==> config.mk <==
export PLATFORM = sky130hd
export DESIGN_NAME = wdrc_envelope_detector
export DESIGN_NICKNAME = d
export VERILOG_FILES = /design/src/rtl/wdrc_envelope_detector.sv
export SDC_FILE = /design/constraint.sdc
export NUM_CORES = 1
export LEC_CHECK = 0
export BUFFER_PORTS_ARGS = -buffer_cell sky130_fd_sc_hd__buf_2
export CAP_MARGIN = 40
export CORE_MARGIN = 2
export CORE_UTILIZATION = 55
export DETAILED_ROUTE_END_ITERATION = 10
export GPL_ROUTABILITY_DRIVEN = 1
export PLACE_DENSITY = 0.86
export SKIP_CTS_REPAIR_TIMING = 1
export SLEW_MARGIN = 30
export SYNTH_ARGS = -nofsm -noshare
export SYNTH_HDL_FRONTEND = slang
export SYNTH_SLANG_ARGS = --single-unit
==> constraint.sdc <==
create_clock -name clk -period 5 [get_ports clk]
set_clock_uncertainty 0.05 [all_clocks]
set_input_delay 0.75 -clock clk [delete_from_list [all_inputs] [get_ports clk]]
set_output_delay 0.75 -clock clk [all_outputs]
set_load 0.01 [all_outputs]
==> src/rtl/wdrc_envelope_detector.sv <==
// wdrc_envelope_detector: rectifies a signed band sample and smooths it with a one-pole
// attack/release follower over a 4-cycle FSM. Define ENV_PEAK_HOLD_EN for release peak hold.
module wdrc_envelope_detector #(
  parameter int DATA_W = 24,
  parameter int FRAC_W = 8,
  parameter int COEF_W = 8,
  parameter int HOLD_W = 12
) (
  input  logic              clk,
  input  logic              rst_n,
  input  logic              enable,
  input  logic              in_valid,
  output logic              in_ready,
  input  logic [DATA_W-1:0] audio_in,
  input  logic [COEF_W-1:0] attack_coef,
  input  logic [COEF_W-1:0] release_coef,
  input  logic [HOLD_W-1:0] hold_samples,
  output logic              env_valid,
  output logic [DATA_W-1:0] env_out
);
  localparam int ACC_W  = DATA_W + FRAC_W;
  localparam int DIFF_W = ACC_W + 1;
  localparam int PROD_W = DIFF_W + COEF_W + 1;
  localparam int SUM_W  = DIFF_W + 1;

  typedef enum logic [1:0] {
    IDLE = 2'd0,
    ABS  = 2'd1,
    MUL  = 2'd2,
    UPD  = 2'd3
  } state_t;

  state_t                    state_r;
  state_t                    state_nxt_s;
  logic                      accept_s;
  logic signed [DATA_W-1:0]  sample_r;
  logic        [COEF_W-1:0]  atk_r;
  logic        [COEF_W-1:0]  rel_r;
  logic        [COEF_W-1:0]  coef_sel_r;
  logic        [ACC_W-1:0]   acc_r;
  logic signed [DIFF_W-1:0]  diff_r;
  logic signed [DIFF_W-1:0]  step_r;
  logic        [DATA_W-1:0]  env_out_r;
  logic                      env_valid_r;
  logic        [DATA_W-1:0]  mag_s;
  logic signed [DIFF_W-1:0]  diff_s;
  logic                      diff_pos_s;
  logic signed [PROD_W-1:0]  prod_s;
  logic signed [DIFF_W-1:0]  step_raw_s;
  logic signed [DIFF_W-1:0]  step_s;
  logic signed [SUM_W-1:0]   sum_s;
  logic        [ACC_W-1:0]   acc_nxt_s;
  logic                      hold_block_s;

  // Magnitude with the most negative code saturated to the largest positive code.
  function automatic logic [DATA_W-1:0] abs_sat(input logic signed [DATA_W-1:0] x);
    if (x[DATA_W-1] == 1'b0) begin
      abs_sat = x;
    end else if (x[DATA_W-2:0] == {(DATA_W-1){1'b0}}) begin
      abs_sat = {1'b0, {(DATA_W-1){1'b1}}};
    end else begin
      abs_sat = -x;
    end
  endfunction

  assign accept_s = in_valid & in_ready;

  // State register.
  always_ff @(posedge clk) begin
    if (!rst_n) state_r <= IDLE;
    else        state_r <= state_nxt_s;
  end

  // Next-state logic: fixed IDLE->ABS->MUL->UPD ring.
  always_comb begin
    state_nxt_s = IDLE;
    case (state_r)
      IDLE: begin
        if (accept_s) state_nxt_s = ABS;
        else          state_nxt_s = IDLE;
      end
      ABS:     state_nxt_s = MUL;
      MUL:     state_nxt_s = UPD;
      UPD:     state_nxt_s = IDLE;
      default: state_nxt_s = IDLE;
    endcase
  end

  // Handshake output; held low while reset is asserted.
  always_comb begin
    in_ready = 1'b0;
    if (rst_n && enable && (state_r == IDLE)) in_ready = 1'b1;
    else                                      in_ready = 1'b0;
  end

  // Datapath arithmetic for the ABS, MUL and UPD stages.
  always_comb begin
    mag_s      = abs_sat(sample_r);
    diff_s     = $signed({1'b0, mag_s, {FRAC_W{1'b0}}}) - $signed({1'b0, acc_r});
    diff_pos_s = ~diff_s[DIFF_W-1] & (|diff_s);
    prod_s     = $signed(PROD_W'(diff_r)) * $signed(PROD_W'({1'b0, coef_sel_r}));
    step_raw_s = DIFF_W'(prod_s >>> COEF_W);
    step_s     = step_raw_s;
    if (hold_block_s) step_s = {DIFF_W{1'b0}};
    else              step_s = step_raw_s;
    sum_s      = $signed({2'b00, acc_r}) + SUM_W'(step_r);
    acc_nxt_s  = {ACC_W{1'b0}};
    if (sum_s[SUM_W-1])      acc_nxt_s = {ACC_W{1'b0}};
    else if (sum_s[ACC_W])   acc_nxt_s = {ACC_W{1'b1}};
    else                     acc_nxt_s = sum_s[ACC_W-1:0];
  end

  // Pipeline registers, accumulator and registered outputs.
  always_ff @(posedge clk) begin
    if (!rst_n) begin
      sample_r    <= {DATA_W{1'b0}};
      atk_r       <= {COEF_W{1'b0}};
      rel_r       <= {COEF_W{1'b0}};
      coef_sel_r  <= {COEF_W{1'b0}};
      acc_r       <= {ACC_W{1'b0}};
      diff_r      <= {DIFF_W{1'b0}};
      step_r      <= {DIFF_W{1'b0}};
      env_out_r   <= {DATA_W{1'b0}};
      env_valid_r <= 1'b0;
    end else begin
      env_valid_r <= 1'b0;
      case (state_r)
        IDLE: begin
          if (accept_s) begin
            sample_r <= audio_in;
            atk_r    <= attack_coef;
            rel_r    <= release_coef;
          end
        end
        ABS: begin
          diff_r     <= diff_s;
          coef_sel_r <= diff_pos_s ? atk_r : rel_r;
        end
        MUL: step_r <= step_s;
        UPD: begin
          acc_r       <= acc_nxt_s;
          env_out_r   <= acc_nxt_s[ACC_W-1:FRAC_W];
          env_valid_r <= 1'b1;
        end
        default: ;
      endcase
    end
  end

`ifdef ENV_PEAK_HOLD_EN
  logic [HOLD_W-1:0] hold_len_r;
  logic [HOLD_W-1:0] hold_cnt_r;

  // Falling samples are frozen while the hold counter is still running.
  assign hold_block_s = diff_r[DIFF_W-1] & (|hold_cnt_r);

  // Hold counter: reloads on rising/equal samples, counts down on held falling ones.
  always_ff @(posedge clk) begin
    if (!rst_n) begin
      hold_len_r <= {HOLD_W{1'b0}};
      hold_cnt_r <= {HOLD_W{1'b0}};
    end else begin
      if ((state_r == IDLE) && accept_s) hold_len_r <= hold_samples;
      if (state_r == UPD) begin
        if (!diff_r[DIFF_W-1])  hold_cnt_r <= hold_len_r;
        else if (|hold_cnt_r)   hold_cnt_r <= hold_cnt_r - HOLD_W'(1'b1);
        else                    hold_cnt_r <= hold_cnt_r;
      end
    end
  end
`else
  logic unused_hold_s;
  assign unused_hold_s = ^hold_samples;
  assign hold_block_s  = 1'b0;
`endif

  assign env_out   = env_out_r;
  assign env_valid = env_valid_r;

endmodule

==> results of run 1 <==
==> power groups by stage <==
stage / Sequential [mW] / Combinational [mW] / Clock, mW
final: 1.26 / 1.24 / 1.25
after global routing: 1.26 / 1.33 / 1.30
after CTS: 1.26 / 1.14 / 1.25
after detailed placement: 1.28 / 1.13 / 0
after global placement: 1.28 / 1.09 / 0
after floorplan: 1.27 / 0.616 / 0
==> routing by layer <==
metal	up-vias	track usage [%]	routed length, um
li1	7565	-	-
met1	8207	36.1	20300
met2	1046	53.6	27500
met3	344	4.66	5010
met4	4	15.2	4210
met5	-	0	25
==> path summary, 6_finish.rpt <==
kind              slack, ns  cells past startpoint         end          start
setup reg to reg      -0.57                     25  step_r[19]  coef_sel_r[5]
setup / recovery      -0.57                     25  step_r[19]  coef_sel_r[5]
hold reg to reg        0.42                      2    atk_r[7]       atk_r[7]
hold / removal         0.42                      2    atk_r[7]       atk_r[7]
==> per-stage QoR <==
stage,cells,power [mW],setup WS (ns),setup TNS (ns),instance area (um2)
floorplan,2184,1.89,-0.00645,-0.00645,18100
global placement,2818,2.37,-0.360,-6.51,20200
detailed placement,2819,2.41,-0.508,-10.71,20300
CTS,2851,3.64,-0.584,-11.99,20800
global route,2877,3.89,-0.735,-17.40,21600
finish,2877,3.76,-0.568,-12.66,21600
==> cell families (layout without fill, tap and decap cells) <==
kind of cell | count (synthesis) | in the layout | synth area share [%]
and+or+nand+nor | 738 | 738 | 20.3
buffers and inverters | 407 | 658 | 9.11
AOI/OAI and AO/OA | 400 | 400 | 13.9
adders and majority gates | 342 | 342 | 32.4
DFF | 149 | 149 | 16.7
xor gates and xnor gates | 104 | 104 | 5.14
muxes | 44 | 44 | 2.47
==> final cells by class <==
type | instances | share of cell area, %
tap | 442 | 2.55
multi-input combinational | 1628 | 64.1
inverter | 292 | 5.06
sequential | 149 | 13.9
timing repair buffer | 334 | 11.8
clock inverter | 12 | 0.486
clock buffer | 20 | 2.06
==> sequential cells by signal (all words and copies together), names as in the netlist <==
name / count
atk_r: 8
rel_r: 8
env_valid: 1
acc_r: 32
state_r: 2
coef_sel_r: 8
sample_r: 24
diff_r: 33
step_r: 33
==> worst max-delay path: cells and delay by family (launching register included) <==
| kind | cells | cell delay (ns) |
|---|---|---|
| adders and majority gates | 5 | 2.29 |
| muxes | 1 | 0.13 |
| xor gates and xnor gates | 1 | 0.09 |
| AOI/OAI and AO/OA | 5 | 0.98 |
| and+or+nand+nor | 5 | 0.44 |
| buffers and inverters | 8 | 0.98 |
| DFF | 1 | 0.45 |
==> cells in the final DEF, fill, tap and decap left out, types with 10 or more instances in the layout <==
cell	instances
dfxtp_1	138
a21oi_2	15
nor2b_1	14
nor3_1	21
xor2_1	42
o21ai_0	79
and3_1	10
inv_1	281
nand3_1	20
buf_2	71
a31oi_1	10
nor2_1	116
mux2i_1	43
nand4_1	18
buf_4	244
inv_2	11
xnor2_1	55
ha_4	13
ha_1	124
fa_1	200
and2_1	158
o211ai_1	13
o21ai_1	37
a21oi_1	99
nand2_1	286
clkbuf_16	22
o21a_1	19
nand2b_1	14
a21o_1	42
==> impl_metrics.ini, run 1 <==
[run_status]
outcome = finished with violations
violations = setup timing

[drt]
final_antenna_net_count = 0
drt-initial-drc-count = 1577
route.vias.total = 17200
viasPerCell = 5.97
routed_wl_um = 57100
wire_per_inst_um = 19.8
drc_errors = 0
firstDrtPassIters = 6

[sta]
setup_violations = 33
relSlewSlack_pct = 46.0
rsz0062_at_grt = true
finalCritPeriodShare_pct = 111
final.setup.worst_slack_ns = -0.568
drv_slew = 0
timing.fmax_mhz = 180
period_needed_ns = 5.57
hold_viol = 0
worst_pin_slew_ns = 0.810
hold_slack_ns = 0.415

[place]
hpwlAfterDp_um = 39600
portBuffers = 69
place_congestion = 0.931

[power_and_ir_drop]
p_comb_share_pct = 33.1
internal_power_mw = 2.49
cellLeakagePower_nw = 10.8
switching_share_pct = 33.6
switchingPower_mw = 1.26
p_per_area_nw_per_um2 = 174
ir_worst_vdd_v = 0.000264
pwr-share-clk_pct = 33.4
seq_power_share_pct = 33.6

[clock_network]
htreeDepth = 4
clk_pin_slew_ns = 0.06
cts_sinks = 149
ctsRootBufferMaster = clkbuf_16
clk_path_buf_depth = 2
numCtsBuffers = 17
cts_tree = yes
clkLatencyLatePin_ns = 0.46

[layout]
drive_gt1_share_pct = 20.7
syn_to_final_growth_pct = 21.1
n_antenna_cell = 0
ff_latch_area_um2 = 3010
fill_cells = 2266
final_core_util_pct = 67.0
multi_input_area_um2 = 13900
fin_nets = 2820

[synth]
synth.distinct_cells = 81
syn_inst = 2184
synth_seq_cells = 149
yosys_warnings = 0
ys_seq_area_share_pct = 16.7
synth_area_per_cell_um2 = 8.19
synth_edf_count = 0
synth_area_um2 = 17900
async_flop_share_pct = 0
synth_common_cells = nand2_1, inv_1, fa_1
synth_ff_type = dfxtp_1
synthTopCellsByArea = fa_1, dfxtp_1, ha_1
syn_nets = 2582
synth_top_area_cell = fa_1
synth_most_common_cell = nand2_1
synth_top_area_share_pct = 22.6

[floorplan]
core-area_um2 = 32300
rows = 66
die_x_um = 184
die_area_um2 = 34000
die_h_um = 184
ios = 82
start_util_pct = 55.4

[critical_path]
startpoint_type = register
worstSetupPathType = reg -> reg
crit_arrival_ns = 5.84
slowest_delay_ns = 0.54
cp-end-kind = register
cp_max_fo = 7
cp_slowest_cell = fa_1
cp.required_ns = 5.27

[global_routing]
grt_pass1_vias = 16900
gr-total-overflow = 0
antenna_found_initial = 2
grt_max_degree = 53
grt_pass1_wl_um = 82200
grt_usage_pct = 30.5

[min_path]
hp-class = reg -> reg

[job]
drv_cap = 0
(Power assumes the default switching activity.)
==> run 2, diff against run 1 <==
==> constraint.sdc (replaced) <==
create_clock -name clk -period 5 [get_ports clk]
set_clock_uncertainty 0.05 [all_clocks]
set_input_delay 1 -clock clk [delete_from_list [all_inputs] [get_ports clk]]
set_output_delay 1 -clock clk [all_outputs]
set_load 0.01 [all_outputs]
==> impl_metrics.ini, run 2 (same netlist as run 1, synthesis figures left out) <==
[run_status]
outcome = finished with violations
violations = setup timing

[floorplan]
core-area_um2 = 32300
die_area_um2 = 34000
rows = 66
die_h_um = 184
start_util_pct = 55.4
die_x_um = 184
ios = 82

[critical_path]
crit_chain = buf_12, clkbuf_16, nand2_1, fa_1, inv_1, fa_1, fa_1, inv_2, fa_1, inv_2, ha_4, and4_4, nand4_1, a211oi_2, nor2_4, o31ai_4, a31oi_4, buf_6, o21ai_4, xor2_1, mux2_2, and2_1
worst-path-buf-inv = 6
worstReg2RegStart = coef_sel_r[0]
r2r_end = step_r[28]
cp.required_ns = 5.29
slowest_delay_ns = 0.60
r2r_setup_slack_ns = -0.82
reg2reg_depth = 22
crit_arrival_ns = 6.11
startpoint_type = register
crit_family = adder cells
cp-end-kind = register
cp_max_fo = 6
cp_slowest_cell = fa_1
cp_common_cell = fa_1
worstSetupPathType = reg -> reg

[global_routing]
gr-total-overflow = 0
grt_usage_pct = 30.5
grt_pass1_wl_um = 81800
antenna_found_initial = 1
grt_pass1_vias = 16400
grt_max_degree = 82

[layout]
drive_gt1_share_pct = 23.0
fin_nets = 2832
syn_to_final_growth_pct = 24.1
reg_top3 = diff_r (33), step_r (33), acc_r (32)
final_cell_mix = nand2_1, inv_1, buf_4
final_common_cell = nand2_1
fin_cells = 2887

[drt]
routed_wl_um = 60500
viasPerCell = 6.04
route.vias.total = 17400
drt-initial-drc-count = 1729
firstDrtPassIters = 6
wire_per_inst_um = 21.0
drc_errors = 0
final_antenna_net_count = 0

[job]
drv_cap = 0

[min_path]
hp-class = reg -> reg
worstHoldPathCells = 2
hp-start = atk_r[0]
min_to = atk_r[0]

[clock_network]
cts_sinks = 149
clkLatencyLatePin_ns = 0.46
numCtsBuffers = 17
ctsRootBufferMaster = clkbuf_16
clk_path_buf_depth = 2
htreeDepth = 4
clk_pin_slew_ns = 0.06
cts_tree = yes

[sta]
setup_violations = 32
finalCritPeriodShare_pct = 116
final.setup.worst_slack_ns = -0.819
hold_slack_ns = 0.411
relSlewSlack_pct = 40.0
period_needed_ns = 5.82
hold_viol = 0
worst_pin_slew_ns = 0.900
timing.fmax_mhz = 172
drv_slew = 0
rsz0062_at_grt = true

[place]
place_congestion = 1.00
portBuffers = 69
hpwlAfterDp_um = 39100
dp.cells = 2821

[power_and_ir_drop]
power_mw = 3.89
p_per_area_nw_per_um2 = 175
cellLeakagePower_nw = 11.0
ir_worst_vdd_v = 0.000297
==> run 2: cell types whose count changed in the layout (fill, tap and decap cells not counted), moves of 7 or more <==
cell	before	now
nand2_2	7	14
ha_1	124	113
nand2_1	286	275
ha_4	13	25
inv_2	11	26
buf_4	244	237
buf_6	5	15
inv_1	281	266
==> run 2: final cells by class <==
class	instances	area, um2
repair buffers	346	2820
diodes	1	2.50
flip-flops and latches	149	3010
clock buffers	20	447
well taps	442	553
clock inverters	9	131
fillers	2135	10100
inverters	292	1100
multi-input cells	1628	14100
==> run 2: how the worst max path moves through the flow <==
stage | start | end | slack [ns] | cells past startpoint
floorplan | coef_sel_r[2] | step_r[28] | -0.006 | 21
finish | coef_sel_r[0] | step_r[28] | -0.82 | 22
global route | coef_sel_r[2] | step_r[28] | -0.92 | 23
detailed placement | sample_r[7] | coef_sel_r[3] | -0.58 | 22
CTS | sample_r[7] | coef_sel_r[3] | -0.68 | 22
global placement | sample_r[7] | coef_sel_r[2] | -0.45 | 22
==> run 2: power breakdown <==
part	switching [mW]	internal, mW
combinational	0.695	0.598
sequential	0.0464	1.22
clock	0.547	0.788
total	1.29	2.60
==> run 2: worst min-delay path, cell delays in order, from the launching register on <==
cell     delay [ns]
dfxtp_1        0.31
nand2_1        0.05
o21ai_0        0.06
==> run 2: stage by stage <==
stage	setup TNS (ns)	util (%)	cell area, um2	setup WS, ns
after floorplan	-0.00645	-	18100	-0.00645
after global placement	-7.52	62.7	20300	-0.453
after detailed placement	-10.43	62.8	20300	-0.577
after CTS	-12.85	64.6	20900	-0.681
after global routing	-18.80	68.7	22200	-0.923
final	-13.98	68.7	22200	-0.819
==> run 2: metal layers <==
metal  routed length [um]  GRT usage, %
met5                   13             0
met4                 4600          12.5
met2                28700          53.4
met1                21400          37.5
met3                 5790          4.78
==> run 3, diff against run 2 <==
--- a/config.mk
+++ b/config.mk
@@ -11,6 +11,7 @@
 export CORE_UTILIZATION = 55
 export DETAILED_ROUTE_END_ITERATION = 10
 export GPL_ROUTABILITY_DRIVEN = 1
+export MAX_ROUTING_LAYER = met4
 export PLACE_DENSITY = 0.86
 export SKIP_CTS_REPAIR_TIMING = 1
 export SLEW_MARGIN = 30
==> impl_metrics.ini, run 3 (same netlist as run 1, synthesis figures left out) <==
[critical_path]
slowest_delay_ns = 0.63
cp.required_ns = 5.29
cp-end-kind = register
cp_common_cell = fa_1
worst-path-buf-inv = 4
startpoint = coef_sel_r[5]
reg2reg_depth = 20
startpoint_type = register
worstSetupPathType = reg -> reg
cp_max_fo = 8
worstReg2RegStart = coef_sel_r[5]
crit_chain = buf_12, and2_1, fa_1, fa_1, fa_1, inv_2, fa_1, inv_1, ha_2, buf_4, and2_4, nand3_1, a211oi_2, nor2_4, o31ai_4, a31oi_4, o21ai_2, xor2_1, mux2_2, and2_1
r2r_setup_slack_ns = -0.53
crit_arrival_ns = 5.82
crit_family = adder cells
cp.depth = 20
cp_slowest_cell = fa_1

[global_routing]
grt_pass1_wl_um = 82500
antenna_found_initial = 3
gr-total-overflow = 0
grt_max_degree = 56
grt_pass1_vias = 16700
grt_usage_pct = 31.5

[sta]
setup_violations = 32
relSlewSlack_pct = 44.2
timing.fmax_mhz = 181
worst_pin_slew_ns = 0.838
drv_slew = 0
period_needed_ns = 5.53
final.setup.worst_slack_ns = -0.535
final.setup.tns_ns = -11.74
rsz0062_at_grt = true
finalCritPeriodShare_pct = 111
hold_viol = 0

[layout]
fin_nets = 2827
syn_to_final_growth_pct = 21.7
final_cell_mix = nand2_1, inv_1, buf_4
drive_gt1_share_pct = 20.3
fin_area_um2 = 21800
final_common_cell = nand2_1
reg_top3 = diff_r (33), step_r (33), acc_r (32)
fill_cells = 2253

[place]
placed_area_um2 = 20300
place_congestion = 1.00
hpwlAfterDp_um = 39300
portBuffers = 69

[min_path]
hp-start = atk_r[0]
hp-class = reg -> reg
worstHoldPathCells = 2

[clock_network]
cts_tree = yes
ctsRootBufferMaster = clkbuf_16
htreeDepth = 4
numCtsBuffers = 17
clkLatencyLatePin_ns = 0.45
clk_pin_slew_ns = 0.06
clk_path_buf_depth = 2
cts_sinks = 149

[drt]
final_antenna_net_count = 0
drt-initial-drc-count = 1299
viasPerCell = 5.79
routed_wl_um = 54400
wire_per_inst_um = 18.9
drc_errors = 0
route.vias.total = 16700
firstDrtPassIters = 6

[floorplan]
die_area_um2 = 34000
die_h_um = 184
rows = 66
ios = 82
core-area_um2 = 32300
start_util_pct = 55.4
die_x_um = 184

[power_and_ir_drop]
cellLeakagePower_nw = 10.9
p_per_area_nw_per_um2 = 178
ir_worst_vdd_v = 0.000259

[run_status]
outcome = finished with violations
violations = setup timing

[job]
drv_cap = 0
[run 3: area by class of cell]
| cell class | count | area [um2] | share of cell area, % |
|---|---|---|---|
| timing repair buffer | 341 | 2620 | 12.1 |
| sequential | 149 | 3000 | 13.8 |
| clock inverter | 13 | 158 | 0.725 |
| inverter | 292 | 1100 | 5.04 |
| multi-input combinational | 1628 | 13900 | 63.8 |
| tap | 442 | 553 | 2.54 |
| clock buffer | 19 | 433 | 1.99 |
| antenna | 3 | 7.51 | 0.0345 |
[run 3: where the power goes]
| group | total [mW] | switching, mW | internal (mW) | leakage (nW) |
|---|---|---|---|---|
| Sequential | 1.26 | 0.0422 | 1.22 | 1.21 |
| Clock | 1.34 | 0.561 | 0.783 | 0.279 |
| Combinational | 1.26 | 0.670 | 0.591 | 9.42 |
| Total | 3.87 | 1.27 | 2.59 | 10.9 |
[run 3: metal layers]
layer  vias up  GRT usage [%]  part of all wire, %
li1       7577              -                    -
met1      8127           37.1                   39
met2       794           53.9                   49
met3       231           4.68                  6.8
met4         0           13.3                  5.4
met5         -              -                    0
[run 3: path summary, 6_finish.rpt]
kind,end
max reg2reg,step_r[28]
min reg2reg,atk_r[0]
min,atk_r[0]
max,step_r[28]
[run 3: stage by stage]
stage	setup WS (ns)	std cells	hold slack [ns]	total power [mW]	utilization, %
final	-0.535	2887	0.412	3.87	67.4
after detailed placement	-0.613	2824	0.406	2.41	62.9
after global placement	-0.514	2823	0.401	2.38	62.9
after floorplan	-0.00645	2184	0.386	1.89	-
after global routing	-0.685	2887	0.438	4.00	67.4
after CTS	-0.737	2856	0.415	3.73	64.8
[run 3: tightest hold or removal path: stages (launching register included)]
cell     delay (ns)
dfxtp_1        0.31
nand2_1        0.05
o21ai_0        0.06
